<file path="src/rtl/ram_stream_pkg.sv">
// rtl/ram_stream_pkg.sv - shared types and constants for the RAM-to-byte-stream dumper
package ram_stream_pkg;

  localparam int BYTES_PER_WORD = 4;

  typedef enum logic [1:0] {
    IDLE   = 2'd0,
    READ   = 2'd1,
    SEND   = 2'd2,
    FINISH = 2'd3
  } state_t;

  typedef logic [1:0] lane_t;

  localparam lane_t LAST_LANE = lane_t'(BYTES_PER_WORD - 1);

  // Little-endian lane pick: lane 0 is bits [7:0].
  function automatic logic [7:0] lane_byte(input logic [31:0] word, input lane_t lane);
    return word[8*lane +: 8];
  endfunction

endpackage

</file>
<file path="src/rtl/word_serializer.sv">
// rtl/word_serializer.sv - holds one 32-bit word and hands it out byte by byte
module word_serializer
  import ram_stream_pkg::*;
(
  input  logic        clk,
  input  logic        rst_n,
  input  logic        load,
  input  logic [31:0] word,
  input  logic        word_last,
  input  logic        byte_ready,
  output logic [7:0]  byte_data,
  output logic        byte_valid,
  output logic        byte_last,
  output logic        word_done
);

  logic [31:0] word_q;
  lane_t       lane_q;
  logic        valid_q;
  logic        last_q;

  always_ff @(posedge clk or negedge rst_n) begin
    if (!rst_n) begin
      word_q  <= '0;
      lane_q  <= '0;
      valid_q <= 1'b0;
      last_q  <= 1'b0;
    end else if (load) begin
      word_q  <= word;
      lane_q  <= '0;
      valid_q <= 1'b1;
      last_q  <= word_last;
    end else if (valid_q && byte_ready) begin
      lane_q <= lane_q + 1'b1;
      if (lane_q == LAST_LANE) begin
        valid_q <= 1'b0;
      end
    end
  end

  // Data and last are pure functions of held state, so they stay put while stalled.
  assign byte_data  = lane_byte(word_q, lane_q);
  assign byte_valid = valid_q;
  assign byte_last  = valid_q && last_q && (lane_q == LAST_LANE);
  assign word_done  = valid_q && byte_ready && (lane_q == LAST_LANE);

endmodule

</file>
<file path="src/rtl/ram_to_byte_stream.sv">
// rtl/ram_to_byte_stream.sv - reads a block of RAM words and streams them out as bytes
module ram_to_byte_stream
  import ram_stream_pkg::*;
#(
  parameter int ADDR_W  = 32,
  parameter int CNT_W   = 16,
  parameter int TIMEOUT = 64
) (
  input  logic              clk,
  input  logic              rst_n,
  input  logic              start,
  input  logic [ADDR_W-1:0] start_addr,
  input  logic [CNT_W-1:0]  word_count,
  output logic              busy,
  output logic              done,
  output logic              err,
  output logic              mem_cs,
  output logic              mem_we,
  output logic              mem_oe,
  output logic [ADDR_W-1:0] mem_addr,
  input  logic [31:0]       mem_rdata,
  input  logic              mem_done,
  output logic [7:0]        byte_data,
  output logic              byte_valid,
  input  logic              byte_ready,
  output logic              byte_last
);

  localparam int TMR_W = $clog2(TIMEOUT + 1);

  state_t            state;
  state_t            state_nxt;
  logic [ADDR_W-1:0] addr_q;
  logic [CNT_W-1:0]  cnt_q;
  logic [TMR_W-1:0]  tmr_q;
  logic              err_q;

  logic              rd_load;
  logic              rd_timeout;
  logic              last_word;
  logic              word_done;
  logic              ser_valid;
  logic              ser_last;

  assign rd_load    = (state == READ) && mem_done;
  assign rd_timeout = (state == READ) && !mem_done && (tmr_q == TMR_W'(TIMEOUT - 1));
  assign last_word  = (cnt_q == CNT_W'(1));

  always_ff @(posedge clk or negedge rst_n) begin
    if (!rst_n) begin
      state <= IDLE;
    end else begin
      state <= state_nxt;
    end
  end

  always_comb begin
    state_nxt = state;
    case (state)
      IDLE: begin
        if (start) begin
          state_nxt = (word_count == '0) ? FINISH : READ;
        end
      end
      READ: begin
        if (mem_done) begin
          state_nxt = SEND;
        end else if (rd_timeout) begin
          state_nxt = FINISH;
        end
      end
      SEND: begin
        if (word_done) begin
          state_nxt = last_word ? FINISH : READ;
        end
      end
      FINISH: begin
        state_nxt = IDLE;
      end
      default: begin
        state_nxt = IDLE;
      end
    endcase
  end

  always_comb begin
    busy       = 1'b0;
    done       = 1'b0;
    err        = 1'b0;
    mem_cs     = 1'b0;
    mem_oe     = 1'b0;
    byte_valid = 1'b0;
    byte_last  = 1'b0;
    case (state)
      READ: begin
        busy   = 1'b1;
        mem_cs = 1'b1;
        mem_oe = 1'b1;
      end
      SEND: begin
        busy       = 1'b1;
        byte_valid = ser_valid;
        byte_last  = ser_last;
      end
      FINISH: begin
        busy = 1'b1;
        done = 1'b1;
        err  = err_q;
      end
      default: begin
        busy = 1'b0;
      end
    endcase
  end

  // Address, remaining count, per-read timeout and the sticky error flag.
  always_ff @(posedge clk or negedge rst_n) begin
    if (!rst_n) begin
      addr_q <= '0;
      cnt_q  <= '0;
      tmr_q  <= '0;
      err_q  <= 1'b0;
    end else begin
      case (state)
        IDLE: begin
          err_q <= 1'b0;
          tmr_q <= '0;
          if (start) begin
            addr_q <= start_addr;
            cnt_q  <= word_count;
          end
        end
        READ: begin
          if (mem_done) begin
            tmr_q <= '0;
          end else begin
            tmr_q <= tmr_q + 1'b1;
            if (rd_timeout) begin
              err_q <= 1'b1;
            end
          end
        end
        SEND: begin
          if (word_done) begin
            addr_q <= addr_q + 1'b1;
            cnt_q  <= cnt_q - 1'b1;
          end
        end
        default: begin
          tmr_q <= '0;
        end
      endcase
    end
  end

  assign mem_we   = 1'b0;
  assign mem_addr = addr_q;

  word_serializer u_ser (
    .clk        (clk),
    .rst_n      (rst_n),
    .load       (rd_load),
    .word       (mem_rdata),
    .word_last  (last_word),
    .byte_ready (byte_ready),
    .byte_data  (byte_data),
    .byte_valid (ser_valid),
    .byte_last  (ser_last),
    .word_done  (word_done)
  );

endmodule

</file>
<file path="config.mk">
export PLATFORM = sky130hd
export DESIGN_NAME = ram_to_byte_stream
export DESIGN_NICKNAME = d
export VERILOG_FILES = /design/src/rtl/ram_stream_pkg.sv /design/src/rtl/word_serializer.sv /design/src/rtl/ram_to_byte_stream.sv
export SDC_FILE = /design/constraint.sdc
export NUM_CORES = 1
export LEC_CHECK = 0
export ABC_CLOCK_PERIOD_IN_PS = 1900
export BUFFER_PORTS_ARGS = -buffer_cell sky130_fd_sc_hd__buf_4
export CAP_MARGIN = 20
export CORE_UTILIZATION = 54
export CTS_BUF_LIST = sky130_fd_sc_hd__clkbuf_16
export CTS_CLUSTER_DIAMETER = 30
export DETAILED_ROUTE_END_ITERATION = 8
export GPL_TIMING_DRIVEN = 0
export PLACE_DENSITY = 0.81
export REMOVE_ABC_BUFFERS = 1
export SETUP_SLACK_MARGIN = 0.15
export SLEW_MARGIN = 30
export SYNTH_ARGS = -nofsm -noshare
export SYNTH_HDL_FRONTEND = slang
export SYNTH_SLANG_ARGS = --single-unit
</file>
<file path="constraint.sdc">
create_clock -name clk -period 1.9 [get_ports clk]
set_input_delay 0.285 -clock clk [delete_from_list [all_inputs] [get_ports clk]]
set_output_delay 0.285 -clock clk [all_outputs]
set_load 0.02 [all_outputs]
</file>
**Word-level counts from Yosys, hierarchy flattened**

Index checks and enable logic that the tools add are counted.

- Word-level logic and storage cells: 73
- Input port bits: 85
- Flip-flop bits (word level): 94
- Output and inout bits: 48

- Equal/unequal tests: 11
- Reduce and logical (&&, ||, !) cells: 19
- Mux-type cells: 29
- Shifts and indexed selects: 1
- Add/sub/neg operators: 4

Operators with widths:

| kind | count |
|---|---|
| $mux W32 | 2 |
| $pmux W32 S2 | 1 |
| $add A32 B1 Y32 const B | 1 |
| $mux W16 | 2 |
| $pmux W16 S2 | 1 |
| $shiftx A32 B6 Y8 | 1 |
| $eq A16 B1 Y1 const B | 1 |
| $logic_not A16 Y1 | 1 |
| $mux W2 | 8 |
| $sub A16 B1 Y16 const B | 1 |
| $pmux W7 S2 | 1 |
| $mux W1 | 11 |
| $reduce_and A3 Y1 | 3 |
| $pmux W2 S4 | 1 |
| $reduce_bool A2 Y1 | 4 |
| $add A7 B1 Y7 const B | 1 |
| $eq A7 B6 Y1 const B | 1 |
| $logic_and A1 B1 Y1 | 7 |
| $mux W7 | 1 |
| $eq A2 B2 Y1 const B | 3 |
| $ne A2 B2 Y1 const B | 3 |
| $ne A3 B3 Y1 const B | 1 |
| $reduce_or A3 Y1 | 1 |
| $add A2 B1 Y2 const B | 1 |
| 6 further kinds | 6 |

**Depth between registers and ports, before layout**

Gate-level depths: netlist of run 1.

- Depth after elaboration: 6
- Depth in mapped cells: 8
- Mapped depth without buffers: 7

**Cells and area by module**

Synthesis of run 1 repeated with hierarchy kept, for this count alone.

- Cells, all modules: 553
- Area total of the unflattened synthesis: 5,282.6 µm²

Modules (own cells, without submodules):

| module | times used | cells an instance | area each (µm²) |
|---|---|---|---|
| ram_to_byte_stream | 1 | 459 | 3,689.8 |
| word_serializer | 1 | 94 | 1,592.8 |

**Worst setup path before layout of run 1**

OpenSTA, ideal clock, no wires.

- Path type: register to register
- Start point: register addr_q[0] (netlist: mem_addr[0])
- End point: register addr_q[30] (netlist: mem_addr[30])
- Arrival: 1,817 ps
- Cell stages (with the launch flop): 8
- Data required time: 1,813 ps
- Path slack: -3 ps
- Library setup time: 87 ps
- Buffers on the path: 1
- Cells stage by stage: dfrtp_1 > ha_1 > and2_1 > clkbuf_1 > and2_1 > nand2_2 > or4_1 > o211ai_1

- Longest elaborated chain between the ends: 3

RTL lines:

| what | RTL line | RTL |
|---|---|---|
| from (decl) | ram_to_byte_stream.sv:33 | `logic [ADDR_W-1:0] addr_q;` |
| from (signal assigned) | ram_to_byte_stream.sv:129 | `addr_q <= start_addr;` |
| from (signal assigned) | ram_to_byte_stream.sv:145 | `addr_q <= addr_q + 1'b1;` |
| $add A32 B1 Y32 | ram_to_byte_stream.sv:145 |  |
| $mux W32 | ram_to_byte_stream.sv:144 | `if (word_done) begin` |
| $pmux W32 S2 | ram_to_byte_stream.sv:124 | `case (state)` |

Every way passes these cells. The select of a mux whose other input is x is not followed.
A chain may end at the register's enable or synchronous reset.

**Worst setup path after layout of run 1**

- Start point: register u_ser.lane_q[0]
- End point: register cnt_q[15]

- Longest elaborated chain between the ends: 4

RTL lines:

| what | RTL line | RTL |
|---|---|---|
| from (decl) | word_serializer.sv:18 | `lane_t lane_q;` |
| from (signal assigned) | word_serializer.sv:34 | `lane_q <= lane_q + 1'b1;` |
| $eq A2 B2 Y1 | word_serializer.sv:45 | `assign word_done = valid_q && byte_ready && (lane_q == LAST_LANE);` |
| $logic_and A1 B1 Y1 | word_serializer.sv:45 |  |
| $ne A2 B1 Y1 (no source line) | n/a |  |
| $reduce_and A3 Y1 (no source line) | n/a |  |
| to (signal assigned) | ram_to_byte_stream.sv:130 | `cnt_q <= word_count;` |
| to (signal assigned) | ram_to_byte_stream.sv:146 | `cnt_q <= cnt_q - 1'b1;` |
| to (decl) | ram_to_byte_stream.sv:34 | `logic [CNT_W-1:0] cnt_q;` |

Every way passes these cells.

==> results of run 1 <==
## where the power goes
part | switching [mW] | leakage [nW] | internal (mW) | total, mW
logic | 4.08 | 2.31 | 3.40 | 7.48
registers | 1.16 | 1.12 | 2.91 | 4.07
clock network | 0.837 | 0.140 | 1.01 | 1.85
total | 6.08 | 3.58 | 7.33 | 13.4
## metal layers
metal / routed length [µm] / vias to the layer above / global-route usage, %
li1: - / 2570 / -
met4: 1615 / 2 / 14.83
met5: 12 / - / 0
met1: 7904 / 3118 / 45.60
met3: 2978 / 199 / 8.217
met2: 10650 / 684 / 56.27
## worst min-delay path by stage
stage                     startpoint          endpoint  slack (ps)  cells after the start
floorplan                      rst_n          cnt_q[0]         -10                      0
global placement    u_ser.word_q[31]  u_ser.word_q[31]         450                      2
detailed placement             rst_n          cnt_q[4]         440                      1
CTS                            rst_n       mem_addr[1]          80                      1
global route                   rst_n       mem_addr[2]          70                      1
finish                         rst_n       mem_addr[1]          20                      1
## timing repair
| action | in CTS | in global routing |
|---|---|---|
| resized for setup | 55 | 87 |
| endpoints found under the setup margin | 108 | 58 |
| setup buffers | 43 | 41 |
| pin swaps | 10 | 35 |
| gates cloned | 6 | 4 |
## registers in the layout, indices dropped and copies added, names as in the netlist
name	cells
mem_addr	32
u_ser.word_q	32
cnt_q	16
tmr_q	7
state	2
u_ser.lane_q	2
err_q	1
u_ser.byte_valid	1
u_ser.last_q	1
## per-stage QoR
| stage | power [mW] | setup TNS (ps) | hold slack [ps] |
|---|---|---|---|
| 3_3_place_gp | 8.290 | -192490 | 452.6 |
| 5_1_grt | 13.79 | -794.3 | 70.44 |
| 4_1_cts | 11.37 | 0 | 77.16 |
| 6_report | 13.40 | -331.1 | 20.98 |
| 3_5_place_dp | 8.584 | -40530 | 444.8 |
| 2_1_floorplan | 6.631 | -93140 | -10.59 |
## cell families after synthesis
| logic type | after synthesis | synth area share [%] |
|---|---|---|
| buf+inv | 47 | 3.909 |
| fa+ha+maj | 5 | 1.199 |
| simple gates | 287 | 26.88 |
| xor+xnor | 2 | 0.3358 |
| mux | 16 | 5.060 |
| compound gates | 149 | 17.46 |
| flops | 94 | 45.08 |
| other cells | 1 | 0.07187 |
## cells in the final DEF, fill, tap and decap left out, types with 4 or more instances in the layout
master     Yosys  layout
o211ai_1       4       4
and2_4         0       4
nor2_1        31      27
nand3_4        1       4
dfrtp_1       94      81
dfrtp_2        0      12
o21ai_1        1       9
nor3_4         0       4
o21ai_0       44      31
nand2_1      143     141
o21ai_4        0       4
nand4_1       12      12
buf_8          0       4
nor4_1         8       6
buf_12         0       5
or3_1          7       5
inv_1          7       6
clkbuf_16      0      11
and2_1         8       4
nor3_1        14       9
buf_6          0      25
nand3_1       24      18
nor2_4         1       4
buf_4          4     182
o22ai_1       12      11
mux4_2         8       8
a21o_1         4       4
a21oi_1       46      45
and3_1        12       8
mux2i_1        5       5
nand3_2        1       4
## cell usage after synthesis, types with 3 or more instances
cell,instances
nand2_1,143
dfrtp_1,94
a21oi_1,46
o21ai_0,44
nor2_1,31
clkbuf_1,25
nand3_1,24
nor3_1,14
and3_1,12
nand4_1,12
o22ai_1,12
buf_2,10
and2_1,8
mux4_2,8
nor4_1,8
inv_1,7
or3_1,7
and4_1,6
a211oi_1,5
ha_1,5
mux2i_1,5
a21o_1,4
buf_4,4
o211ai_1,4
a2bb2oi_1,3
a311oi_1,3
a31oi_1,3
mux2_2,3
nor4b_1,3
o31ai_1,3
o32ai_1,3
## final cells by class
class	instances	share of cell area [%]
flip-flops and latches	94	29.96
multi-input cells	467	39.76
inverters	7	0.3320
clock inverters	7	0.8378
well taps	129	2.039
repair buffers	220	24.23
clock buffers	9	2.845
==> flow_summary.json, run 1 <==
{
  "synth_top_area_cell": "dfrtp_1",
  "min_period_over_period_pct": 106.3,
  "grt_pass1_vias": 5384,
  "io-pin-count": 133,
  "power_density_mw_per_mm2": 1693,
  "gpl.final_weighted_congestion": 0.8571,
  "clk_latency_ps": 360,
  "syn_to_final_growth_pct": 51.70,
  "hold_class": "in2async",
  "violations": "negative setup slack",
  "maxSlewViolCount": 0,
  "slowest_stage": "dfrtp_2",
  "final.min_clock_period_ps": 2019,
  "antenna_left": 0,
  "async_flop_share_pct": 100.0,
  "syn_avg_cell_area_um2": 8.681,
  "timing.fmax_mhz": 495.2,
  "synth_ff_type": "dfrtp_1",
  "arrival_ps": 2240,
  "antenna_cells": 0,
  "irDropWorstVdd_mv": 0.9450,
  "multi_input_area_mm2": 0.003147,
  "dp_hpwl_um": 9576,
  "hold_violations": 0,
  "cp.buffers_inverters": 2,
  "drive_above_1_share_pct": 41.54,
  "rsz0062_at_grt": "yes",
  "synth_cells": 601,
  "clockBufferDepth": 2,
  "cp.depth": 7,
  "yosysTopAreaCellShare_pct": 45.08,
  "ys_types": 64,
  "cts_tree": "done",
  "synth_area_leaders": "dfrtp_1, nand2_1, a21oi_1",
  "crit-reg2reg-capture": "cnt_q[15]",
  "first_pass_iters": 5,
  "slowest_delay_ps": 450,
  "drcViolationCount": 0,
  "ff_latch_area_mm2": 0.002371,
  "instances_no_fill": 933,
  "worstSetupPathType": "reg2reg",
  "clk_pin_slew_ps": 80,
  "fin_area_mm2": 0.007915,
  "grt_pass1_wl_um": 27060,
  "synth-seq-cells": 94,
  "synth_edf_count": 0,
  "start_util_pct": 56.20,
  "critPathCaptureType": "register",
  "max_slew_margin_pct": 40.77,
  "die_w_um": 100.3,
  "worstPathRequired_ps": 2120,
  "cts_buffers": 9,
  "outcome": "finished with violations",
  "grt_overflow": 0,
  "fin_worst_skew_ps": 17.04,
  "crit_path_start_kind": "register",
  "clkSinkCount": 94,
  "dp.cells": 823,
  "fillerInstances": 453,
  "grtUsageTotal_pct": 35.02,
  "pre_cts_ws_ps": -1026,
  "die_area_mm2": 0.01006,
  "drt_iter0_drc": 804,
  "cpMostUsedCell": "o21ai_4",
  "synth_seq_area_share_pct": 45.08,
  "core_mm2": 0.009284,
  "yosys_warnings": 0,
  "setup_viol": 8,
  "timing.rr.start": "u_ser.lane_q[0]",
  "fin_nets": 889,
  "htreeDepth": 3,
  "cts-root-buf": "clkbuf_16",
  "maxCapViolCount": 0,
  "endpoint": "cnt_q[15]",
  "chipHeight_um": 100.3,
  "dpl_cell_area_mm2": 0.006281,
  "wl_per_cell_um": 24.83,
  "grt_max_degree": 95,
  "syn_area_mm2": 0.005218,
  "avgViaCountPerCell": 7.045,
  "path_delay_family": "compound AO/OA/AOI/OAI gates",
  "critical_path.startpoint": "u_ser.lane_q[0]",
  "path_max_fanout": 15,
  "antenna_found_initial": 1,
  "tightestPinTransition_ps": 888.5,
  "rr_worst_depth": 7,
  "row_count": 35,
  "io_buffers": 131,
  "fin_ws_ps": -119.5,
  "path_cells": "buf_6, ha_4, nand3_4, o21ai_4, clkbuf_16, o21ai_4, a311oi_2",
  "via_count": 6573,
  "regToRegSetupSlack_ps": -120,
  "drt-total-wl_um": 23160,
  "ctsHoldBuffers": 0,
  "power_leakage_nw": 3.576,
  "fin_util_pct": 85.26
}
No activity file was read; power rests on OpenSTA's default activity.
==> run 2, diff against run 1 <==
--- a/config.mk
+++ b/config.mk
@@ -16,6 +16,7 @@
 export PLACE_DENSITY = 0.81
 export REMOVE_ABC_BUFFERS = 1
 export SETUP_SLACK_MARGIN = 0.15
+export SKIP_LAST_GASP = 1
 export SLEW_MARGIN = 30
 export SYNTH_ARGS = -nofsm -noshare
 export SYNTH_HDL_FRONTEND = slang
==> flow_summary.json, run 2 (synthesis gave the netlist of run 1 again) <==
{
  "final.min_clock_period_ps": 1978,
  "fin_ws_ps": -77.95,
  "min_period_over_period_pct": 104.1,
  "regToRegSetupSlack_ps": -80,
  "timing.rr.start": "mem_addr[11]",
  "grt_pass1_wl_um": 27060,
  "core_mm2": 0.009284,
  "drt-total-wl_um": 21990,
  "critical_path.startpoint": "mem_addr[11]",
  "grt_pass1_vias": 5384,
  "antenna_cells": 0,
  "drt_iter0_drc": 958,
  "worstPathRequired_ps": 2130,
  "drive_above_1_share_pct": 40.80,
  "die_area_mm2": 0.01006,
  "fin_nets": 889,
  "via_count": 6376,
  "io_buffers": 131,
  "dp.cells": 823,
  "violations": "negative setup slack",
  "grtUsageTotal_pct": 35.02,
  "setup_viol": 10,
  "hold_class": "in2async",
  "arrival_ps": 2210,
  "clockBufferDepth": 2,
  "avgViaCountPerCell": 6.834,
  "grt_max_degree": 95,
  "cp.buffers_inverters": 1,
  "max_slew_margin_pct": 39.62,
  "instances_no_fill": 933,
  "final_common_cell": "buf_4",
  "die_w_um": 100.3,
  "power_density_mw_per_mm2": 1678,
  "path_cells": "and4_4, nand4_1, nor3_4, buf_4, and3_4, a211oi_2",
  "tightestPinTransition_ps": 905.7,
  "grt_overflow": 0,
  "htreeDepth": 3,
  "wl_per_cell_um": 23.56,
  "timing.fmax_mhz": 505.6,
  "antenna_left": 0,
  "row_count": 35,
  "clk_latency_ps": 360,
  "maxSlewViolCount": 0,
  "gpl.final_weighted_congestion": 0.8571,
  "irDropWorstVdd_mv": 0.9261,
  "crit_path_start_kind": "register",
  "start_util_pct": 56.20,
  "cts_buffers": 9,
  "fin_setup_tns_ps": -351.9,
  "path_max_fanout": 6,
  "drcViolationCount": 0,
  "power_leakage_nw": 3.579,
  "slowest_stage": "dfrtp_1",
  "final_cell_mix": "buf_4, nand2_1, dfrtp_1",
  "dp_hpwl_um": 9576,
  "rr_worst_depth": 6,
  "clk_pin_slew_ps": 80,
  "chipHeight_um": 100.3,
  "antenna_found_initial": 0,
  "hold_violations": 0,
  "fin_worst_skew_ps": 16.29,
  "cts_tree": "done",
  "syn_to_final_growth_pct": 50.43,
  "crit-reg2reg-capture": "mem_addr[28]",
  "critPathCaptureType": "register",
  "slowest_delay_ps": 450,
  "rsz0062_at_grt": "yes",
  "clkSinkCount": 94,
  "maxCapViolCount": 0,
  "worstSetupPathType": "reg2reg",
  "outcome": "finished with violations",
  "cts-root-buf": "clkbuf_16",
  "path_delay_family": "simple AND/OR/NAND/NOR gates",
  "io-pin-count": 133,
  "first_pass_iters": 7
}
run 2: cell counts in the layout (fill, tap and decap cells not counted):
No cell type changed its count.
run 2: repair_timing:
action / CTS / global route
resized for setup: 55 / 73
endpoints found under the hold margin: 0 / 0
cloned: 6 / 4
pin swaps: 10 / 30
endpoints found under the setup margin: 108 / 58
hold buffers: 0 / 0
buffers inserted: 43 / 41
run 2: stage by stage:
stage	setup slack [ps]	area (µm²)	hold slack [ps]	total power, mW	utilization, %
after floorplan	-2296	5040	-10.59	6.631	-
after global placement	-4520	6185	452.6	8.290	66.62
after detailed placement	-1026	6281	444.8	8.584	67.66
after CTS	13.46	7189	77.16	11.37	77.44
after global routing	-119.5	7849	88.17	13.56	84.54
final	-77.95	7849	12.26	13.17	84.54
run 2: worst max path at each step:
stage	endpoint	slack [ps]	depth (start not counted)
after floorplan	mem_addr[16]	-2300	5
after global placement	mem_addr[16]	-4520	5
after detailed placement	mem_addr[16]	-1030	6
after CTS	byte_last	10	5
after global routing	mem_addr[28]	-120	6
final	mem_addr[28]	-80	6
run 2: report_power, final:
group	switching, mW	internal (mW)	leakage [nW]	total, mW
combinational	3.97	3.35	2.31	7.32
clock	0.830	1.01	0.140	1.84
sequential	1.10	2.91	1.12	4.01
run 2: final cells by class:
| class | count | area, µm² |
|---|---|---|
| fillers | 458 | 1435 |
| clock inverters | 7 | 66.31 |
| inverters | 7 | 26.28 |
| multi-input cells | 467 | 3084 |
| well taps | 129 | 161.4 |
| repair buffers | 220 | 1914 |
| clock buffers | 9 | 225.2 |
| flip-flops and latches | 94 | 2371 |
run 2: worst reg2reg max path: stages, from the launching register on:
cell	delay, ps
dfrtp_1	450
and4_4	300
nand4_1	340
nor3_4	340
buf_4	160
and3_4	200
a211oi_2	70
run 2: layer usage:
metal	up-vias	wire length (µm)	track usage [%]
li1	2582	-	-
met1	2957	7513	45.60
met2	642	9976	56.27
met3	195	2880	8.217
met4	0	1615	14.83
met5	-	0	0
==> run 3, diff against run 2 <==
--- a/config.mk
+++ b/config.mk
@@ -6,14 +6,14 @@
 export NUM_CORES = 1
 export LEC_CHECK = 0
 export ABC_CLOCK_PERIOD_IN_PS = 1900
-export BUFFER_PORTS_ARGS = -buffer_cell sky130_fd_sc_hd__buf_4
 export CAP_MARGIN = 20
-export CORE_UTILIZATION = 54
+export CORE_UTILIZATION = 60
 export CTS_BUF_LIST = sky130_fd_sc_hd__clkbuf_16
 export CTS_CLUSTER_DIAMETER = 30
 export DETAILED_ROUTE_END_ITERATION = 8
+export DONT_BUFFER_PORTS = 1
 export GPL_TIMING_DRIVEN = 0
-export PLACE_DENSITY = 0.81
+export PLACE_DENSITY = 0.76
 export REMOVE_ABC_BUFFERS = 1
 export SETUP_SLACK_MARGIN = 0.15
 export SKIP_LAST_GASP = 1
==> flow_summary.json, run 3 (synthesis gave the netlist of run 1 again) <==
{
  "regToRegSetupSlack_ps": 30,
  "worstSetupPathType": "reg2reg",
  "final_common_cell": "nand2_1",
  "final.min_clock_period_ps": 1872,
  "start_util_pct": 62.87,
  "internal_power_mw": 6.304,
  "syn_to_final_growth_pct": 29.38,
  "timing.rr.start": "mem_addr[9]",
  "die_area_mm2": 0.009073,
  "gpl.final_weighted_congestion": 0.8221,
  "avgViaCountPerCell": 7.025,
  "drive_above_1_share_pct": 31.73,
  "fin_ws_ps": 28.46,
  "rr_worst_depth": 5,
  "cts_buffers": 9,
  "dp.cells": 668,
  "core_mm2": 0.008299,
  "clk_pin_slew_ps": 70,
  "clk_latency_ps": 340,
  "min_period_over_period_pct": 98.50,
  "io_buffers": 0,
  "worstPathRequired_ps": 2130,
  "max_slew_margin_pct": 66.34,
  "first_pass_iters": 8,
  "cts-root-buf": "clkbuf_16",
  "hold_class": "in2async",
  "fin_hold_ws_ps": -367.8,
  "via_count": 5409,
  "fin_util_pct": 81.34,
  "ff_latch_area_mm2": 0.002392,
  "dp_hpwl_um": 8829,
  "grt_overflow": 0,
  "chipHeight_um": 95.25,
  "final_cell_mix": "nand2_1, dfrtp_1, buf_4",
  "rsz0062_at_grt": "yes",
  "antenna_found_initial": 0,
  "maxSlewViolCount": 0,
  "p_clk_share_pct": 16.5,
  "fillerInstances": 443,
  "arrival_ps": 2100,
  "clkSinkCount": 94,
  "die_w_um": 95.25,
  "power_density_mw_per_mm2": 1720,
  "grt_max_degree": 95,
  "grt_pass1_vias": 4802,
  "pwr-share-comb_pct": 44.2,
  "drt-total-wl_um": 18400,
  "seq_power_share_pct": 39.3,
  "io-pin-count": 133,
  "pre_cts_ws_ps": -987.9,
  "fin_nets": 750,
  "cts_tree": "done",
  "fin_worst_skew_ps": 8.294,
  "wl_per_cell_um": 23.89,
  "clockBufferDepth": 2,
  "path_max_fanout": 6,
  "tightestPinTransition_ps": 500.2,
  "drt_iter0_drc": 597,
  "fin_total_pwr_mw": 11.61,
  "hold_violations": 94,
  "setup_viol": 0,
  "row_count": 33,
  "power_leakage_nw": 2.843,
  "grtUsageTotal_pct": 36.42,
  "irDropWorstVdd_mv": 1.119,
  "htreeDepth": 3,
  "outcome": "finished with violations",
  "instances_no_fill": 770,
  "p_switching_mw": 5.308,
  "critPathCaptureType": "register",
  "crit-reg2reg-capture": "mem_addr[23]",
  "sw_frac_of_total_pct": 45.71,
  "grt_pass1_wl_um": 24690,
  "multi_input_area_mm2": 0.003124,
  "timing.fmax_mhz": 534.3,
  "maxCapViolCount": 0,
  "crit_path_start_kind": "register",
  "drcViolationCount": 0,
  "antenna_left": 0,
  "antenna_cells": 0,
  "violations": "negative hold slack"
}
run 3: cell type report:
type | count | share of cell area [%]
multi-input cells | 468 | 46.28
clock inverters | 7 | 1.186
clock buffers | 9 | 3.336
repair buffers | 80 | 11.36
flip-flops and latches | 94 | 35.44
well taps | 105 | 1.946
inverters | 7 | 0.4449
run 3: what timing repair did:
item,CTS,global route
resized for setup,82,62
buffers inserted,42,33
hold endpoints to repair,94,94
pin swaps,20,27
gates cloned,7,4
endpoints found under the setup margin,108,53
run 3: routing by layer:
layer  up-vias  wire (µm)  global-route usage, %  share of wire (%)
met2       427       8325                  58.10                 45
met3       119       2227                  8.931                 12
met5         -          0                      0                  0
met4         0       1071                  13.51                5.8
li1       2306          -                      -                  -
met1      2557       6775                  48.07                 37
run 3: how the worst max path moves through the flow:
| stage | start | end | cells after the start |
|---|---|---|---|
| 6_report | mem_addr[9] | mem_addr[23] | 5 |
| 5_1_grt | state[1] | mem_addr[19] | 8 |
| 2_1_floorplan | state[1] | mem_addr[16] | 5 |
| 3_3_place_gp | state[1] | mem_addr[16] | 5 |
| 4_1_cts | u_ser.lane_q[0] | byte_data[6] | 2 |
| 3_5_place_dp | state[1] | mem_addr[23] | 5 |
run 3: worst max-delay path: stages (launching register included):
cell	delay, ps
dfrtp_2	480
and4_4	300
nand4_1	250
nor4b_2	360
o21ai_0	150
a21o_1	210
run 3: power groups by stage:
stage | Combinational (mW) | Sequential, mW | Clock [mW]
floorplan | 2.53 | 4.10 | 0
global placement | 2.95 | 4.39 | 0
detailed placement | 3.16 | 4.48 | 0
CTS | 4.15 | 4.40 | 1.88
global route | 5.49 | 4.65 | 1.99
finish | 5.14 | 4.56 | 1.91
run 3: stage by stage:
step / TNS (ps) / hold WS [ps] / area (µm²)
after global routing: -89.35 / -375.9 / 6750
after CTS: 0 / -370.8 / 6168
final: 0 / -367.8 / 6750
after detailed placement: -54990 / -8.397 / 5264
after global placement: -215590 / -8.540 / 5171
after floorplan: -93140 / -10.59 / 5040
